==> src/rtl/hazard_control_unit.sv <==
// Hazard controller for the cached multi-cycle CPU: drives stall, bubble and stall_mem
// to the IF/ID and ID/EX registers, plus a cache-wait watchdog and a stall-cycle counter.
module hazard_control_unit #(
    parameter int MEM_TIMEOUT = 255
) (
    input  logic        clk,
    input  logic        reset_n,
    input  logic [1:0]  id_rs,
    input  logic [1:0]  id_rt,
    input  logic        id_uses_rs,
    input  logic        id_uses_rt,
    input  logic        ex_mem_read,
    input  logic [1:0]  ex_dest,
    input  logic        branch_mispredict,
    input  logic        dcache_req,
    input  logic        dcache_ready,
    output logic        stall,
    output logic        bubble,
    output logic        flush_if_id,
    output logic        stall_mem,
    output logic        pc_write,
    output logic [15:0] stall_cycles,
    output logic        mem_timeout
);

    typedef enum logic {
        RUN      = 1'b0,
        MEM_WAIT = 1'b1
    } state_t;

    localparam logic [7:0] TIMEOUT_LAST = 8'(MEM_TIMEOUT - 1);

    state_t      state_q, state_d;
    logic        pending_flush_q, pending_flush_d;
    logic [7:0]  wait_count_q, wait_count_d;
    logic [15:0] stall_cycles_q, stall_cycles_d;
    logic        mem_timeout_q, mem_timeout_d;

    logic        load_use;

    // A cache freeze outranks everything: the pipeline registers would otherwise
    // let stall/bubble overwrite frozen state.
    always_comb begin
        load_use    = ex_mem_read &
                      ((id_uses_rs & (id_rs == ex_dest)) |
                       (id_uses_rt & (id_rt == ex_dest)));
        stall_mem   = dcache_req & ~dcache_ready;
        bubble      = ~stall_mem & (branch_mispredict | pending_flush_q);
        stall       = ~stall_mem & ~bubble & load_use;
        flush_if_id = bubble;
        pc_write    = ~stall_mem & ~stall;
    end

    always_comb begin
        state_d         = state_q;
        wait_count_d    = wait_count_q;
        mem_timeout_d   = mem_timeout_q;
        pending_flush_d = pending_flush_q;
        stall_cycles_d  = stall_cycles_q;

        // A mispredict seen during a freeze is replayed as one bubble once the freeze lifts.
        if (bubble) begin
            pending_flush_d = 1'b0;
        end else if (branch_mispredict && stall_mem) begin
            pending_flush_d = 1'b1;
        end

        if (state_q == RUN) begin
            wait_count_d = 8'd0;
            if (stall_mem) begin
                state_d = MEM_WAIT;
            end
        end else begin
            if (dcache_ready || !dcache_req) begin
                state_d      = RUN;
                wait_count_d = 8'd0;
            end else begin
                if (wait_count_q != 8'hFF) begin
                    wait_count_d = wait_count_q + 8'd1;
                end
                if (wait_count_q == TIMEOUT_LAST) begin
                    mem_timeout_d = 1'b1;
                end
            end
        end

        if ((stall || bubble || stall_mem) && (stall_cycles_q != 16'hFFFF)) begin
            stall_cycles_d = stall_cycles_q + 16'd1;
        end
    end

    always_ff @(posedge clk or negedge reset_n) begin
        if (!reset_n) begin
            state_q         <= RUN;
            pending_flush_q <= 1'b0;
            wait_count_q    <= 8'd0;
            stall_cycles_q  <= 16'd0;
            mem_timeout_q   <= 1'b0;
        end else begin
            state_q         <= state_d;
            pending_flush_q <= pending_flush_d;
            wait_count_q    <= wait_count_d;
            stall_cycles_q  <= stall_cycles_d;
            mem_timeout_q   <= mem_timeout_d;
        end
    end

    assign stall_cycles = stall_cycles_q;
    assign mem_timeout  = mem_timeout_q;

endmodule

==> config.mk <==
export PLATFORM = sky130hd
export DESIGN_NAME = hazard_control_unit
export DESIGN_NICKNAME = d
export VERILOG_FILES = /design/src/rtl/hazard_control_unit.sv
export SDC_FILE = /design/constraint.sdc
export NUM_CORES = 1
export LEC_CHECK = 0
export CAP_MARGIN = 20
export CORE_AREA = 5 5 81 46
export CTS_CLUSTER_SIZE = 10
export DETAILED_ROUTE_END_ITERATION = 16
export DIE_AREA = 0 0 86 51
export GPL_ROUTABILITY_DRIVEN = 0
export GPL_TIMING_DRIVEN = 0
export PLACE_DENSITY = 0.81
export SYNTH_ARGS = -nofsm -noshare
export SYNTH_HDL_FRONTEND = slang
export SYNTH_SLANG_ARGS = --single-unit
==> constraint.sdc <==
create_clock -name clk -period 3.3 [get_ports clk]
set_clock_uncertainty 0.1 [all_clocks]
set_input_delay 0.825 -clock clk [delete_from_list [all_inputs] [get_ports clk]]
set_output_delay 0.825 -clock clk [all_outputs]
set_load 0.1 [all_outputs]
After elaboration in Yosys (flattened, before gate mapping)
Index checks and enable logic that the tools add are counted.
{"block": "word_totals", "reg_bits": 27, "out_inout_bits": 22, "input_bits": 14, "word_cells": 44}
{"block": "classes", "bitwise": 15, "n_reduce_logical": 8, "n_addsub": 2, "muxes": 8, "eq_ne": 6}
{"cell": "8-bit two-way mux", "n": 3}
{"cell": "16-bit by 1-bit adder with 16-bit output, second input constant", "n": 1}
{"cell": "16-bit != test, second input constant", "n": 1}
{"cell": "8-bit by 1-bit adder with 8-bit output, second input constant", "n": 1}
{"cell": "1-bit AND", "n": 8}
{"cell": "8-bit == test, second input constant", "n": 1}
{"cell": "8-bit != test, second input constant", "n": 1}
{"cell": "1-bit two-way mux", "n": 5}
{"cell": "1-bit NOT", "n": 5}
{"cell": "2-bit == test", "n": 2}
{"cell": "1-bit logical OR", "n": 3}
{"cell": "3-bit by 1-bit != test with 1-bit output, second input constant", "n": 1}
{"cell": "3-bit AND reduction", "n": 1}
{"cell": "1-bit logical AND", "n": 2}
{"cell": "1-bit bitwise OR", "n": 2}
{"cell": "2-bit nonzero test", "n": 1}
{"cell": "1-bit zero test", "n": 1}

Logic depth before layout (Yosys ltp)
Gate-level depths: netlist of the first run.
{"block": "depth", "ltp_word": 10, "mapped_depth": 6, "mapped_depth_nobuf": 6}

Least setup slack after synthesis of the first run
OpenSTA, ideal clock, no wires.
{"block": "synth_path", "kind": "input to output", "startpoint": "in dcache_req", "endpoint": "out flush_if_id", "n_path_buf": 1, "path_slack_ns": -0.642, "stages": 3, "t_required_ns": 2.375, "arrival_time_ns": 3.017, "cell_sequence": "nor2b_2 nor2_1 buf_4"}
{"block": "synth_between", "elab_chain_cells": 3}
{"element": "start: declaration", "line": "15", "text": "input logic dcache_req,"}
{"element": "1-bit AND", "line": "47", "text": "stall_mem = dcache_req & ~dcache_ready;"}
{"element": "1-bit NOT", "line": "48", "text": "bubble = ~stall_mem & (branch_mispredict | pending_flush_q);"}
{"element": "1-bit AND", "line": "48"}
{"element": "end: declaration", "line": "19", "text": "output logic flush_if_id,"}
Every way passes these cells.

Worst setup path after layout of the first run
{"block": "layout_path", "startpoint": "in ex_dest[1]", "endpoint": "out pc_write"}
{"block": "layout_between", "elab_chain_cells": 7, "elab_cells_between_ends": 9, "classes_between": "eq/ne (2); bitwise (7)"}
{"element": "start: declaration", "line": "13", "text": "input logic [1:0] ex_dest,"}
{"element": "2-bit == test (on tied branches)", "line": "45, 46"}
{"element": "1-bit AND (on tied branches)", "line": "45, 46"}
{"element": "1-bit bitwise OR (*)", "line": "45", "text": "((id_uses_rs & (id_rs == ex_dest)) |"}
{"element": "1-bit AND (*)", "line": "44", "text": "load_use = ex_mem_read &"}
{"element": "1-bit AND (*)", "line": "49", "text": "stall = ~stall_mem & ~bubble & load_use;"}
{"element": "1-bit NOT (*)", "line": "51", "text": "pc_write = ~stall_mem & ~stall;"}
{"element": "1-bit AND (*)", "line": "51"}
{"element": "end: declaration", "line": "21", "text": "output logic pc_write,"}
Every way passes the cells marked *; elsewhere a longest branch is shown, timed or not.

==> metrics.log, run 1 <==
INFO  metric outcome = completed
INFO  metric critPathCaptureType = output pin
INFO  metric report.final.hold_viol_count = 0
INFO  metric fp.dieW = approximately 86 um
INFO  metric grt_pass1_vias = approximately 1100
INFO  metric clkSinkCount = 27
INFO  metric synth_ff_type = sky130_fd_sc_hd__dfrtp_1
INFO  metric dp.cells = 208
INFO  metric ys_async_sr_fraction = 100.0%
INFO  metric yosys_warnings = 0
INFO  metric final_min_period_over_clock_period = 96.20%
INFO  metric postSynthNetCount = 149
INFO  metric synth-seq-cells = 27
INFO  metric grt_max_degree = 17
INFO  metric drt.antenna.violating_nets = 0
INFO  metric drt-vias-per-instance = between 5 and 6
INFO  metric power.ir.vdd_worst = around 0.41 mV
INFO  metric syn_inst = 132
INFO  metric totalPowerFinal = between 1 and 1.5 mW
INFO  metric final_common_cell = sky130_fd_sc_hd__clkdlybuf4s50_1
INFO  metric slew_headroom = around 33%
INFO  metric worstPathRequired = about 2.4 ns
INFO  metric root_buffer = sky130_fd_sc_hd__clkbuf_8
INFO  metric drt_first_iter_violations = 55
INFO  metric netlist_area = 1443 um2
INFO  metric signal_arrival_time_at_the_worst_endpoint = about 2.3 ns
INFO  metric critical_path.slowest_cell = sky130_fd_sc_hd__clkdlybuf4s50_1
INFO  metric core = just under 3000 um2
INFO  metric tritoncts.num_buffers = 3
INFO  metric yosysUniqueCellTypes = 37
INFO  metric row_count = 14
INFO  metric cellPowerDensity = between 700 and 800 nW/um2
INFO  metric chip_height = 51 um
INFO  metric dp_hpwl = between 2000 and 3000 um
INFO  metric clock_tree.buffer_depth = 2
INFO  metric initial_core_util = 49.91%
INFO  metric buffer_ports.inserted = 35
INFO  metric setup_repair_after_global_routing_missed_its_margin = false
INFO  metric holdBufCountCts = 0
INFO  metric layout_min_cycle_time = around 3.2 ns
INFO  metric gr-usage-all-layers = ~16%
INFO  metric antenna-diode-count = 0
INFO  metric drv_slew = 0
INFO  metric num-nets-final = 190
INFO  metric avgSynthCellArea = 10.93 um2
INFO  metric dieArea = ~4400 um2
INFO  metric synth_sequential_area_ratio = 46.83%
INFO  metric tritoncts = done
INFO  metric route.final.wire_length = 3211 um
INFO  metric detailroute.via_count = 1109
INFO  metric p_leak = 0.8153 nW
INFO  metric stdcell_area = 1918 um2
INFO  metric insertion_delay = 0.27 ns
INFO  metric htree_num_levels = 1
INFO  metric grt.busiest_layer = met2
INFO  metric timing.final.setup_violations = 0
INFO  metric fmax = roughly 320 MHz
INFO  metric finalNonFillerCells = approximately 210
INFO  metric setup_crit_start_kind = primary input
INFO  metric timing.critical_path.cells = clkdlybuf4s50_1 -> xor2_1 -> o31ai_2 -> a21oi_2 -> clkbuf_4
INFO  metric grt_use_met1 = between 20% and 30%
INFO  metric final_cell_mix = 30 x sky130_fd_sc_hd__clkdlybuf4s50_1, 27 x sky130_fd_sc_hd__dfrtp_1, 13 x sky130_fd_sc_hd__xor2_1
INFO  metric groute.layer.met2.usage = between 20% and 30%
INFO  metric hp-class = flop to flop
INFO  metric antenna_found_initial = 0
INFO  metric drc = 0
INFO  metric grt_remaining_overflow = 0
INFO  metric design.portCount = 36
INFO  metric timing.max_cap.violations = 0
INFO  metric max_slew.worst_pin.slew = 1.004 ns
INFO  metric layout-area-overhead-vs-synth = 32.96%
INFO  metric dpl_cell_area = 1869 um2
INFO  metric met3_usage = about 3.9%
INFO  metric clkSlewWorstSetupHoldPaths = roughly 0.090 ns
INFO  metric finalSetupTns = 0 ns
INFO  metric wire_per_inst = around 15 um
INFO  metric setup.worst_path.class = primary input to output pin
INFO  metric drt_pre_antenna_iters = 4
INFO  metric worst-path-max-fanout = 2
INFO  metric worst_path_largest_cell_delay = about 0.53 ns
INFO  metric grt_pass1_wl = 5513 um
INFO  metric drive_above_1_share = 14.53%
INFO  metric synth_edf_count = 0
## final timing paths
kind / from / endpoint / slack [ns] / cells past startpoint
max: ex_dest[1] / pc_write / 0.13 / 5
max in group asynchronous: reset_n / stall_cycles[11] / 1.80 / 2
max reg2reg: stall_cycles[5] / stall_cycles[11] / 1.38 / 6
min: mem_timeout / mem_timeout / 0.38 / 1
min in group asynchronous: reset_n / pending_flush_q / 0.80 / 1
min reg2reg: mem_timeout / mem_timeout / 0.38 / 1
## power breakdown
group          switching [mW]  internal, mW  leakage, nW
Combinational           0.584         0.191        0.442
Clock                   0.100        0.0866       0.0228
Sequential             0.0880         0.392        0.350
Total                   0.772         0.670        0.815
## critical path, delay by kind of cell
| family | cells | cell delay [ns] |
|---|---|---|
| XOR/XNOR | 1 | 0.31 |
| AO/OA/AOI/OAI | 2 | 0.25 |
| buffers and inverters | 2 | 0.87 |
## final cells by class
class                   instances  area (um2)
clock buffers                   4       45.04
fillers                       222       972.2
well taps                      40       50.05
inverters                       1       3.754
plain buffers                   3       25.02
multi-input cells             101       754.5
repair buffers                 36       364.1
flip-flops and latches         27       675.6
## flip-flops by register name, indices dropped and copies added, names as in the netlist
signal / cells
state_q: 1
wait_count_q: 8
mem_timeout: 1
stall_cycles: 16
pending_flush_q: 1
## routing by layer
| layer | share of wire [%] | wire (um) |
|---|---|---|
| met5 | 0 | 0 |
| met4 | 1.2 | 39 |
| met3 | 4.6 | 147 |
| met2 | 49 | 1565 |
| met1 | 45 | 1458 |
## cell usage after synthesis (3+ instances only)
| library cell | number | area (um2) |
|---|---|---|
| sky130_fd_sc_hd__mux2_2 | 3 | 33.78 |
| sky130_fd_sc_hd__xnor2_1 | 9 | 78.83 |
| sky130_fd_sc_hd__nand2_1 | 6 | 22.52 |
| sky130_fd_sc_hd__xor2_1 | 13 | 113.9 |
| sky130_fd_sc_hd__nand4_1 | 5 | 31.28 |
| sky130_fd_sc_hd__nand4b_1 | 4 | 35.03 |
| sky130_fd_sc_hd__and3_1 | 5 | 31.28 |
| sky130_fd_sc_hd__dfrtp_1 | 27 | 675.7 |
| sky130_fd_sc_hd__ha_1 | 3 | 37.54 |
| sky130_fd_sc_hd__nand3_1 | 8 | 40.04 |
| sky130_fd_sc_hd__nor2_1 | 13 | 48.80 |
| sky130_fd_sc_hd__nor3_1 | 6 | 30.03 |
## through the flow
stage                     hold WS, ns  setup slack, ns  utilization [%]
after floorplan                0.3749          0.02734                -
after detailed placement       0.3655          -0.7882            64.68
final                          0.3820           0.1255            66.36
after CTS                      0.3854          0.02379            66.10
after global placement         0.3494          -0.7288            64.16
after global routing           0.4369          0.05285            66.36
## what timing repair did
action | CTS | global route
hold endpoints to repair | 0 | 0
gates resized for setup | 20 | 2
setup buffers | 0 | 0
endpoints found under the setup margin | 5 | 2
## logic make-up after synthesis
family | after synthesis | synth area share (%)
flip-flops | 27 | 46.83
XOR/XNOR | 22 | 13.36
adder cells (fa/ha/maj) | 3 | 2.602
AO/OA/AOI/OAI | 10 | 5.724
multiplexers | 3 | 2.342
buffers and inverters | 4 | 1.994
AND/OR/NAND/NOR | 63 | 27.15
Power figures use the tool's default switching activity.
==> run 2, diff against run 1 <==
CTS_BUF_LIST = sky130_fd_sc_hd__clkbuf_16   (was default)
clock period = 4.01 ns   (was 3.3 ns; I/O delays follow)
==> run 2 against run 1 <==
Total power decreased by 13%. Final area increased by 1.2%. Worst setup slack improved by 0.091 ns. Via count increased by 5.0%. Critical path depth unchanged. Wire length increased by 2.6%. Global-route usage decreased by 0.25 points.
==> metrics.log, run 2 (synthesis results as in run 1) <==
INFO  metric num-fill-cells = 231 (+4.1%)
INFO  metric outcome = completed
INFO  metric tritoncts.num_buffers = 3 (unchanged)
INFO  metric num-nets-final = 190 (unchanged)
INFO  metric cp-startpoint = ex_dest[0]
INFO  metric final_common_cell = sky130_fd_sc_hd__clkdlybuf4s50_1
INFO  metric grt_pass1_wl = 5506 um (-0.13%)
INFO  metric fmax = 263.6 MHz
INFO  metric drv_slew = 0 (unchanged)
INFO  metric row_count = 14 (unchanged)
INFO  metric wire_per_inst = 15.55 um (+2.6%)
INFO  metric max_slew.worst_pin.slew = 1.013 ns (+0.008929 ns)
INFO  metric final_min_period_over_clock_period = 94.61%
INFO  metric worst-path-max-fanout = 2 (unchanged)
INFO  metric drt-vias-per-instance = 5.491 (+5.0%)
INFO  metric root_buffer = sky130_fd_sc_hd__clkbuf_16
INFO  metric multi_input_area = 740.7 um2 (-1.8%)
INFO  metric grt_use_met1 = 22.64% (+2.3 points)
INFO  metric signal_arrival_time_at_the_worst_endpoint = 2.69 ns (+0.44 ns)
INFO  metric route.final.wire_length = 3296 um (+2.6%)
INFO  metric hp-class = flop to flop
INFO  metric clkSlewWorstSetupHoldPaths = 0.06 ns (-0.03 ns)
INFO  metric report.final.hold_viol_count = 0 (unchanged)
INFO  metric grt.busiest_layer = met2
INFO  metric drive_above_1_share = 11.63% (-2.9 points)
INFO  metric buffer_ports.inserted = 35 (unchanged)
INFO  metric setup.worst_path.class = primary input to output pin
INFO  metric worst_hold_startpoint = mem_timeout
INFO  metric drt_first_iter_violations = 83 (+51%)
INFO  metric design.portCount = 36 (unchanged)
INFO  metric fp.dieW = 86 um (unchanged)
INFO  metric core = 2890 um2 (unchanged)
INFO  metric critPathCaptureType = output pin
INFO  metric gr-usage-all-layers = 16.01% (-0.25 points)
INFO  metric slew_headroom = 32.28% (-0.60 points)
INFO  metric register_area = 675.6 um2 (unchanged)
INFO  metric timing.final.setup_violations = 0 (unchanged)
INFO  metric clock_tree.buffer_depth = 2 (unchanged)
INFO  metric worst_r2r_startpoint = stall_cycles[0]
INFO  metric dpl_cell_area = 1861 um2 (-0.47%)
INFO  metric grt_max_degree = 16 (-1)
INFO  metric cellPowerDensity = 648.1 nW/um2 (-14%)
INFO  metric grt_remaining_overflow = 0 (unchanged)
INFO  metric setup_repair_after_global_routing_missed_its_margin = false
INFO  metric drt.antenna.violating_nets = 0 (unchanged)
INFO  metric timing.max_cap.violations = 0 (unchanged)
INFO  metric initial_core_util = 49.91% (unchanged)
INFO  metric power.ir.vdd_worst = 0.3581 mV (-12%)
INFO  metric groute.layer.met2.usage = 25.58% (-2.0 points)
INFO  metric antenna-diode-count = 0 (unchanged)
INFO  metric setup_crit_start_kind = primary input
INFO  metric dp_hpwl = 2559 um (+0.76%)
INFO  metric worstPathBufferInverterCount = 2 (unchanged)
INFO  metric antenna_found_initial = 0 (unchanged)
INFO  metric worst_path_largest_cell_delay = 0.56 ns (+0.03 ns)
INFO  metric stdcell_area = 1942 um2 (+1.2%)
INFO  metric finalSetupTns = 0 ns (unchanged)
INFO  metric drc = 0 (unchanged)
INFO  metric chip_height = 51 um (unchanged)
INFO  metric layout_min_cycle_time = about 3.8 ns
INFO  metric tritoncts = done
INFO  metric clkSinkCount = 27 (unchanged)
INFO  metric grt_pass1_vias = 1128 (-0.089%)
INFO  metric final_cell_mix = 30 x sky130_fd_sc_hd__clkdlybuf4s50_1, 27 x sky130_fd_sc_hd__dfrtp_1, 13 x sky130_fd_sc_hd__xor2_1
INFO  metric largest_register_ff_count = 16 (unchanged)
INFO  metric dieArea = 4386 um2 (unchanged)
INFO  metric insertion_delay = 0.26 ns (about the same)
INFO  metric critical_path.slowest_cell = sky130_fd_sc_hd__clkdlybuf4s15_2
INFO  metric detailroute.via_count = 1164 (+5.0%)
INFO  metric htree_num_levels = 1 (unchanged)
INFO  metric timing.critical_path.cells = clkdlybuf4s50_1 -> xor2_1 -> o31ai_1 -> and2_1 -> clkdlybuf4s15_2
INFO  metric holdBufCountCts = 0 (unchanged)
INFO  metric worstPathRequired = 2.91 ns (+0.54 ns)
INFO  metric met3_usage = 3.531% (-0.32 points)
INFO  metric crit_family = buffers and inverters
INFO  metric drt_pre_antenna_iters = 4 (unchanged)
INFO  metric layout-area-overhead-vs-synth = 34.61%
INFO  metric p_leak = 0.8408 nW (+3.1%)
## run 2: through the flow
stage	setup slack [ns]	hold WS [ns]	std cells	utilization [%]	power [mW]
final	0.2161	0.3743	212	67.19	1.258
after global routing	0.1343	0.4122	212	67.19	1.311
after CTS	0.008454	0.3793	212	67.10	1.268
after detailed placement	-0.3719	0.3653	208	64.37	1.047
after global placement	-0.3193	0.3489	207	63.85	1.026
after floorplan	0.02328	0.3749	132	-	0.8712
## run 2: worst reg2reg max path, cell delays in order, from the launching register on
cell	delay (ns)
sky130_fd_sc_hd__dfrtp_1	0.45
sky130_fd_sc_hd__ha_1	0.22
sky130_fd_sc_hd__and3_1	0.19
sky130_fd_sc_hd__nand3_1	0.15
sky130_fd_sc_hd__or2_2	0.38
sky130_fd_sc_hd__nor3_1	0.21
sky130_fd_sc_hd__xor2_1	0.19
## run 2: timing repair
action / 4_1_cts / 5_1_grt
setup buffers: 0 / 0
setup endpoints to repair: 4 / 1
gates resized for setup: 8 / 1
## run 2: final timing paths
kind | end | slack, ns | cells after the start
max in group asynchronous | stall_cycles[9] | 2.29 | 2
min in group asynchronous | pending_flush_q | 1.02 | 1
max | stall | 0.22 | 5
min reg2reg | mem_timeout | 0.37 | 1
min | mem_timeout | 0.37 | 1
max reg2reg | stall_cycles[8] | 2.03 | 6
## run 2: layout make-up
| class | count | area share (%) |
|---|---|---|
| timing repair buffer | 36 | 18.94 |
| clock inverter | 1 | 0.1933 |
| inverter | 1 | 0.1933 |
| tap | 40 | 2.577 |
| clock buffer | 3 | 3.866 |
| sequential | 27 | 34.79 |
| buffer | 3 | 1.289 |
| multi-input combinational | 101 | 38.14 |
## run 2: routing by layer
metal  wire, um  part of all wire, %
met5          0                    0
met2       1541                   47
met1       1503                   46
met4         19                 0.58
met3        231                  7.0
## run 2: power breakdown
group          switching (mW)  internal, mW  leakage (nW)  total (mW)
Sequential             0.0764         0.323         0.350       0.400
Clock                  0.0847         0.133        0.0423       0.218
Combinational           0.484         0.157         0.448       0.641
==> run 3, diff against run 2 <==
ABC_CLOCK_PERIOD_IN_PS = 4010   (was default)
==> results of run 3 <==
No change in the layout: final DEF, timing and power equal those of run 2.
